## src/rtl/mac_pkg.sv

```systemverilog
// Shared types and constants for the MAC transmit arbiter.
package mac_pkg;

    localparam int unsigned TYPE_W    = 16;
    localparam int unsigned DATA_W    = 8;
    localparam int unsigned GAP_CNT_W = 8;
    localparam int unsigned TMO_CNT_W = 16;

    typedef enum logic [1:0] {
        ST_IDLE  = 2'd0,
        ST_GRANT = 2'd1,
        ST_XFER  = 2'd2,
        ST_GAP   = 2'd3
    } state_t;

    localparam logic OWN_ARP = 1'b0;
    localparam logic OWN_IP  = 1'b1;

    localparam logic [TYPE_W-1:0] ETH_TYPE_IPV4 = 16'h0800;
    localparam logic [TYPE_W-1:0] ETH_TYPE_ARP  = 16'h0806;

    // One byte beat offered by a requester.
    typedef struct packed {
        logic [TYPE_W-1:0] etype;
        logic [DATA_W-1:0] data;
        logic              valid;
        logic              last;
    } tx_beat_t;

endpackage

```

## src/rtl/arb_2to1_pick.sv

```systemverilog
// Two-way winner selection for the MAC TX arbiter.
// MAC_TX_ARB_RR_EN defined: round-robin with a preference register; otherwise fixed priority.
module arb_2to1_pick
    import mac_pkg::*;
#(
    parameter int unsigned P_ARP_PRIO = 1
) (
    input  logic clk,
    input  logic rst,
    input  logic arp_req,
    input  logic ip_req,
    input  logic done,
    input  logic done_owner,
    output logic winner_c
);

`ifdef MAC_TX_ARB_RR_EN
    // Requester that wins the next tie; flips away from whoever was just served.
    logic pref_q;
    logic unused_c;

    assign unused_c = ^{1'b0, 32'(P_ARP_PRIO)};

    always_ff @(posedge clk) begin
        if (rst) begin
            pref_q <= OWN_ARP;
        end else if (done) begin
            pref_q <= ~done_owner;
        end
    end

    always_comb begin
        winner_c = OWN_ARP;
        if (arp_req && ip_req) begin
            winner_c = pref_q;
        end else if (ip_req) begin
            winner_c = OWN_IP;
        end
    end
`else
    localparam logic TIE_WINNER = (P_ARP_PRIO != 0) ? OWN_ARP : OWN_IP;

    logic unused_c;

    assign unused_c = ^{clk, rst, done, done_owner};

    always_comb begin
        winner_c = OWN_ARP;
        if (arp_req && ip_req) begin
            winner_c = TIE_WINNER;
        end else if (ip_req) begin
            winner_c = OWN_IP;
        end
    end
`endif

endmodule

```

## src/rtl/mac_tx_arbiter.sv

```systemverilog
// Shares the MAC TX datapath between ARP and IP: grant, one registered forward stage, inter-frame gap.
// MAC_TX_ARB_RR_EN selects round-robin arbitration instead of fixed priority.
module mac_tx_arbiter
    import mac_pkg::*;
#(
    parameter int unsigned P_IFG           = 12,
    parameter int unsigned P_GRANT_TIMEOUT = 64,
    parameter int unsigned P_ARP_PRIO      = 1
) (
    input  logic              i_clk,
    input  logic              i_rst,
    input  logic              i_arp_req,
    output logic              o_arp_grant,
    input  logic [TYPE_W-1:0] i_arp_type,
    input  logic [DATA_W-1:0] i_arp_data,
    input  logic              i_arp_valid,
    input  logic              i_arp_last,
    input  logic              i_ip_req,
    output logic              o_ip_grant,
    input  logic [TYPE_W-1:0] i_ip_type,
    input  logic [DATA_W-1:0] i_ip_data,
    input  logic              i_ip_valid,
    input  logic              i_ip_last,
    input  logic              i_mac_ready,
    output logic [TYPE_W-1:0] o_mac_type,
    output logic [DATA_W-1:0] o_mac_data,
    output logic              o_mac_valid,
    output logic              o_mac_last,
    output logic              o_owner,
    output logic              o_busy,
    output logic              o_timeout
);

    state_t               state_q;
    state_t               state_d;
    logic [GAP_CNT_W-1:0] gap_cnt_q;
    logic [TMO_CNT_W-1:0] tmo_cnt_q;

    tx_beat_t beat_c;
    logic     winner_c;
    logic     grant_c;
    logic     tmo_hit_c;
    logic     gap_done_c;
    logic     frame_end_c;
    logic     pick_done_c;

    logic              arp_grant_d;
    logic              ip_grant_d;
    logic              owner_d;
    logic              busy_d;
    logic              timeout_d;
    logic              valid_d;
    logic              last_d;
    logic [DATA_W-1:0] data_d;
    logic [TYPE_W-1:0] type_d;

    // Only the current owner's stream is visible; the other requester is ignored entirely.
    always_comb begin
        if (o_owner == OWN_IP) begin
            beat_c = '{etype: i_ip_type, data: i_ip_data, valid: i_ip_valid, last: i_ip_last};
        end else begin
            beat_c = '{etype: i_arp_type, data: i_arp_data, valid: i_arp_valid, last: i_arp_last};
        end
    end

    assign grant_c     = (state_q == ST_IDLE) && i_mac_ready && (i_arp_req || i_ip_req);
    assign tmo_hit_c   = (state_q == ST_GRANT) && !beat_c.valid
                         && (tmo_cnt_q == TMO_CNT_W'(P_GRANT_TIMEOUT - 1));
    assign gap_done_c  = (state_q == ST_GAP) && (gap_cnt_q == GAP_CNT_W'(P_IFG - 1));
    assign frame_end_c = ((state_q == ST_GRANT) || (state_q == ST_XFER))
                         && beat_c.valid && beat_c.last;
    assign pick_done_c = frame_end_c || tmo_hit_c;

    arb_2to1_pick #(
        .P_ARP_PRIO(P_ARP_PRIO)
    ) u_pick (
        .clk       (i_clk),
        .rst       (i_rst),
        .arp_req   (i_arp_req),
        .ip_req    (i_ip_req),
        .done      (pick_done_c),
        .done_owner(o_owner),
        .winner_c  (winner_c)
    );

    // Counters restart whenever their state is not active, so they read zero on entry.
    always_ff @(posedge i_clk) begin
        if (i_rst) begin
            gap_cnt_q <= '0;
            tmo_cnt_q <= '0;
        end else begin
            if (state_q != ST_GAP) begin
                gap_cnt_q <= '0;
            end else if (gap_cnt_q != '1) begin
                gap_cnt_q <= gap_cnt_q + GAP_CNT_W'(1);
            end
            if (state_q != ST_GRANT) begin
                tmo_cnt_q <= '0;
            end else if (tmo_cnt_q != '1) begin
                tmo_cnt_q <= tmo_cnt_q + TMO_CNT_W'(1);
            end
        end
    end

    always_ff @(posedge i_clk) begin
        if (i_rst) begin
            state_q <= ST_IDLE;
        end else begin
            state_q <= state_d;
        end
    end

    always_comb begin
        state_d = state_q;
        case (state_q)
            ST_IDLE: begin
                if (grant_c) begin
                    state_d = ST_GRANT;
                end
            end
            ST_GRANT: begin
                if (beat_c.valid) begin
                    state_d = beat_c.last ? ST_GAP : ST_XFER;
                end else if (tmo_hit_c) begin
                    state_d = ST_GAP;
                end
            end
            ST_XFER: begin
                if (frame_end_c) begin
                    state_d = ST_GAP;
                end
            end
            ST_GAP: begin
                if (gap_done_c) begin
                    state_d = ST_IDLE;
                end
            end
            default: state_d = ST_IDLE;
        endcase
    end

    // Next values for the registered outputs.
    always_comb begin
        owner_d = o_owner;
        type_d  = o_mac_type;
        data_d  = '0;
        valid_d = 1'b0;
        last_d  = 1'b0;
        case (state_q)
            ST_IDLE: begin
                if (grant_c) begin
                    owner_d = winner_c;
                end
            end
            ST_GRANT: begin
                if (beat_c.valid) begin
                    type_d  = beat_c.etype;
                    data_d  = beat_c.data;
                    valid_d = 1'b1;
                    last_d  = beat_c.last;
                end
            end
            ST_XFER: begin
                data_d  = beat_c.data;
                valid_d = beat_c.valid;
                last_d  = beat_c.valid && beat_c.last;
            end
            default: ;
        endcase
        busy_d      = (state_d == ST_GRANT) || (state_d == ST_XFER);
        arp_grant_d = busy_d && (owner_d == OWN_ARP);
        ip_grant_d  = busy_d && (owner_d == OWN_IP);
        timeout_d   = tmo_hit_c;
    end

    always_ff @(posedge i_clk) begin
        if (i_rst) begin
            o_arp_grant <= 1'b0;
            o_ip_grant  <= 1'b0;
            o_owner     <= OWN_ARP;
            o_busy      <= 1'b0;
            o_timeout   <= 1'b0;
            o_mac_type  <= '0;
            o_mac_data  <= '0;
            o_mac_valid <= 1'b0;
            o_mac_last  <= 1'b0;
        end else begin
            o_arp_grant <= arp_grant_d;
            o_ip_grant  <= ip_grant_d;
            o_owner     <= owner_d;
            o_busy      <= busy_d;
            o_timeout   <= timeout_d;
            o_mac_type  <= type_d;
            o_mac_data  <= data_d;
            o_mac_valid <= valid_d;
            o_mac_last  <= last_d;
        end
    end

endmodule

```

## config.mk

```make
export PLATFORM = sky130hd
export DESIGN_NAME = mac_tx_arbiter
export DESIGN_NICKNAME = d
export VERILOG_FILES = /design/src/rtl/mac_pkg.sv /design/src/rtl/arb_2to1_pick.sv /design/src/rtl/mac_tx_arbiter.sv
export SDC_FILE = /design/constraint.sdc
export NUM_CORES = 1
export LEC_CHECK = 0
export CORE_UTILIZATION = 35
export CTS_CLUSTER_DIAMETER = 50
export DETAILED_ROUTE_END_ITERATION = 7
export SYNTH_ARGS = -nofsm -noshare
export SYNTH_HDL_FRONTEND = slang
export SYNTH_HIERARCHICAL = 1
export SYNTH_SLANG_ARGS = --single-unit
```

## constraint.sdc

```tcl
create_clock -name i_clk -period 5 [get_ports i_clk]
set_clock_uncertainty 0.1 [all_clocks]
set_input_delay 1 -clock i_clk [delete_from_list [all_inputs] [get_ports i_clk]]
set_output_delay 1 -clock i_clk [all_outputs]
set_load 0.03 [all_outputs]
```

Word level (Yosys, flattened, before mapping)
Cells that the tools add are included.

Memories kept: 0. Latch bits: 0. Bits in writable memories: 0. Bits of input ports: 57. Output and inout bits: 31. Flip-flop bits (word level): 57. Word-level logic and storage cells: 63. ROM bits: 0.

Bitwise logic cells: 1. Div/mod/pow operators: 0. Equality and inequality tests: 11. $add $sub $neg: 2. Shift-type cells: 0. Reductions and logical operators: 19. $lt $le $gt $ge: 0. Multipliers: 0. Muxes and demuxes: 18.

Operators by type and width (count): 26-bit two-way mux (1); 16-bit by 1-bit adder with 16-bit output (second input constant) (1); 16-bit by 6-bit == test with 1-bit output (second input constant) (1); 16-bit != test (second input constant) (1); 8-bit case mux with 2 select lines (1); 1-bit logical AND (11); 2-bit two-way mux (5); 8-bit by 1-bit adder with 8-bit output (second input constant) (1); 8-bit by 4-bit == test with 1-bit output (second input constant) (1); 8-bit two-way mux (1); 8-bit != test (second input constant) (1); 2-bit case mux with 4 select lines (1); 1-bit two-way mux (7); 2-bit == test (second input constant) (3); 2-bit by 1-bit == test with 1-bit output (second input constant) (2); 1-bit case mux with 2 select lines (2); 2-bit OR reduction (2); 1-bit logical OR (3); 2-bit zero test (1); 2-bit by 1-bit != test with 1-bit output (second input constant) (1); 2-bit != test (second input constant) (1); 2-bit AND reduction (1); 1-bit zero test (1); 1-bit NOT (1).

Longest topological paths before layout
Depth in word-level cells: 10. Gate-level depth with buffers: 7. Mapped depth without buffers: 7.

Modules after synthesis
Netlist, hierarchy kept.

By module, submodules not included: mac_tx_arbiter (cells each 297, sequential area each 1141.1 um^2, area each 2708.8 um^2, instances 1); arb_2to1_pick (cells each 1, sequential area each 0.0 um^2, area each 13.8 um^2, instances 1).

Worst setup path after synthesis
OpenSTA, ideal clock, no wires.

Path kind: input to register. Start: in i_ip_valid. End: reg o_arp_grant. Library setup time: 0.123 ns. Cell stages on the path: 5. Path slack: 2.499 ns. Arrival time: 2.278 ns. Path buffers: 0. Required time: 4.777 ns. Path through: mux2i_1 nand4_1 or3_4 a41o_4 mux2_1.

Word-level cells in the longest chain between the ends: 10. Elaborated cells on any way between the ends: 14. Those cells by class: eq/ne: 2; mux: 5; reduce/logical: 7.

Ends and longest elaborated chain: from (decl) (RTL line mac_tx_arbiter.sv:22) `input logic i_ip_valid,`; 26-bit two-way mux * (RTL line mac_tx_arbiter.sv:59) `if (o_owner == OWN_IP) begin`; 1-bit zero test (RTL line mac_tx_arbiter.sv:67) `assign tmo_hit_c = (state_q == ST_GRANT) && !beat_c.valid`; 1-bit logical AND (RTL line mac_tx_arbiter.sv:67); 1-bit logical AND (RTL line mac_tx_arbiter.sv:68) `&& (tmo_cnt_q == TMO_CNT_W'(P_GRANT_TIMEOUT - 1));`; 2-bit two-way mux (RTL line mac_tx_arbiter.sv:124) `end else if (tmo_hit_c) begin`; 2-bit two-way mux (RTL line mac_tx_arbiter.sv:122) `if (beat_c.valid) begin`; 2-bit case mux with 4 select lines * (RTL line mac_tx_arbiter.sv:115) `case (state_q)`; 2-bit by 1-bit == test with 1-bit output / 2-bit == test (equally long branches) (RTL line mac_tx_arbiter.sv:170) `busy_d = (state_d == ST_GRANT) || (state_d == ST_XFER);`; 1-bit logical OR * (RTL line mac_tx_arbiter.sv:170); 1-bit logical AND * (RTL line mac_tx_arbiter.sv:171) `arp_grant_d = busy_d && (owner_d == OWN_ARP);`; to (signal assigned) (RTL line mac_tx_arbiter.sv:188) `o_arp_grant <= arp_grant_d;`; to (decl) (RTL line mac_tx_arbiter.sv:13) `output logic o_arp_grant,`.

Every way passes the cells marked *; elsewhere a longest branch is shown, timed or not. A chain may end at the register's enable or synchronous reset.

Final worst setup path
Start: reg o_owner. End: out o_owner.

RTL lines: from (decl) (RTL line mac_tx_arbiter.sv:29) `output logic o_owner,`; from (signal assigned) (RTL line mac_tx_arbiter.sv:190) `o_owner <= owner_d;`.

No word-level cell between the ends.

==> qor.yml <==
status: "finished clean"
floorplan.die_area_mm2: 0.00811
tightest_slew_ps: 901
vias: 2425
layout_common_cells: "clkdlybuf4s50_1 (87), dfxtp_1 (56), nor2_1 (48), mux2i_1 (32), a211oi_1 (22)"
fin_crit_ps: 3170
p_seq_frac: 0.371
dp_hpwl_um: 4890
drt_pass1_iterations: 4
post_cts_hold_buffer_count: 0
power.total_uw: 1490
crit_family: "flip-flops"
cts_buffer_depth: 2
port_buffers: 87
internal_power_uw: 991
wl_per_cell_um: 13.5
syn_inst: 296
hp-class: "reg -> reg"
vias_per_cell: 4.99
switching_power_uw: 497
num_io_pins: 88
grt_util_all_layers: 0.168
finalSetupViolCount: 0
fin_ws_ps: 1830
avgSynthCellArea_um2: 9.17
post_cts_buffers: 0
period_share: 0.634
cts_sinks: 57
layout.nets: 446
grt_pass1_wl_um: 10800
critPathKind: "reg -> out"
multiInputGateArea_mm2: 0.00150
yosysWarnings: 6
slew_viol_final: 0
finalHoldViolCount: 0
rows: 31
die_h_um: 90.1
seqCellArea_mm2: 0.00114
slowest_delay_ps: 920
critPathCaptureType: "primary output"
clock.fmax_ghz: 0.315
first_iter_violations: 56
max-cap-violations: 0
ir_drop_mv: 0.172
n_fill_cell: 687
p_comb_frac: 0.345
critPathLaunchType: "register"
grt_max_degree: 34
place_area_mm2: 0.00367
cts_tree: "yes"
post_cts_resized: 0
crit_slowest_cell: "dfxtp_2"
clkTransAtPathRegs_ps: 70
place_congestion: 0.772
rsz0062_at_grt: "no"
crit_path_max_fanout: 32
die_w_um: 90.1
crit_arrival_ps: 2070
num_antenna_cells: 0
dp_cells: 470
postRouteAntennaNets: 0
clkPwrFrac: 0.285
syn_area_mm2: 0.00272
cp_cell_sequence: "clkdlybuf4s50_1"
fin_area_mm2: 0.00387
drive_gt1_frac: 0.0724
fin_setup_tns_ps: 0
maxSlewHeadroom: 0.399
initial_core_util: 0.368
cp.required_ps: 3900
power.leakage_uw: 0.00131
powerDensity_mw_per_mm2: 384
area_delta_synth_final_pct: 42.5
numCtsBuffers: 9
wl_um: 6580
grt_pass1_vias: 2316
fin_cells: 486
htree_levels: 3
switching_share: 0.334
drcViolationCount: 0
layout_commonest_cell: "clkdlybuf4s50_1"
antenna_found_initial: 0
critPathBufInv: 1
dpl_worst_slack_ps: 1830
clock_latency_ps: 330
root_buffer: "clkbuf_8"
syn_nets: 360
gr-total-overflow: 0
core-area_mm2: 0.00737
## routing by layer
layer,wire length (um),share of wire,global-route usage
met1,2860,0.43,0.206
met2,3240,0.49,0.269
met5,0,0,0
met4,116,0.018,0.0780
met3,360,0.055,0.0499
## sequential cells by signal (all words and copies together) (netlist names)
signal,cells
o_mac_type,16
tmo_cnt_q,16
gap_cnt_q,8
o_mac_data,8
state_q,2
o_arp_grant,1
o_busy,1
o_ip_grant,1
o_mac_last,1
o_mac_valid,1
o_owner,1
o_timeout,1
## stage by stage
| stage | hold WS (ps) | util |
|---|---|---|
| floorplan | 344 | - |
| global placement | 358 | 0.498 |
| detailed placement | 363 | 0.498 |
| CTS | 372 | 0.525 |
| global route | 414 | 0.525 |
| finish | 371 | 0.525 |
## power groups by stage
| stage | combinational (uW) | clock (uW) | sequential (uW) |
|---|---|---|---|
| 2_1_floorplan | 249 | 0 | 635 |
| 3_3_place_gp | 512 | 0 | 561 |
| 3_5_place_dp | 519 | 0 | 562 |
| 4_1_cts | 521 | 435 | 552 |
| 5_1_grt | 561 | 459 | 561 |
| 6_report | 513 | 424 | 551 |
## final timing paths
kind	startpoint	end	slack, ps	cells past startpoint
max	o_owner	o_owner	1830	1
max reg2reg	o_owner	o_arp_grant	2270	5
min reg2reg	gap_cnt_q[1]	gap_cnt_q[1]	370	2
min	gap_cnt_q[1]	gap_cnt_q[1]	370	2
## layout make-up
type,instances,share of cell area
clock buffers,11,0.0365
clock inverters,5,0.0142
inverters,7,0.00679
multi-input cells,218,0.386
flip-flops and latches,57,0.295
well taps,99,0.0320
repair buffers,89,0.229
## worst min-delay path, cell delays in order, from the launching register on
cell and delay (ps):
dfxtp_1 320, nand2_1 60, a21oi_1 50
Note: power is estimated with default switching activity, not from simulation.
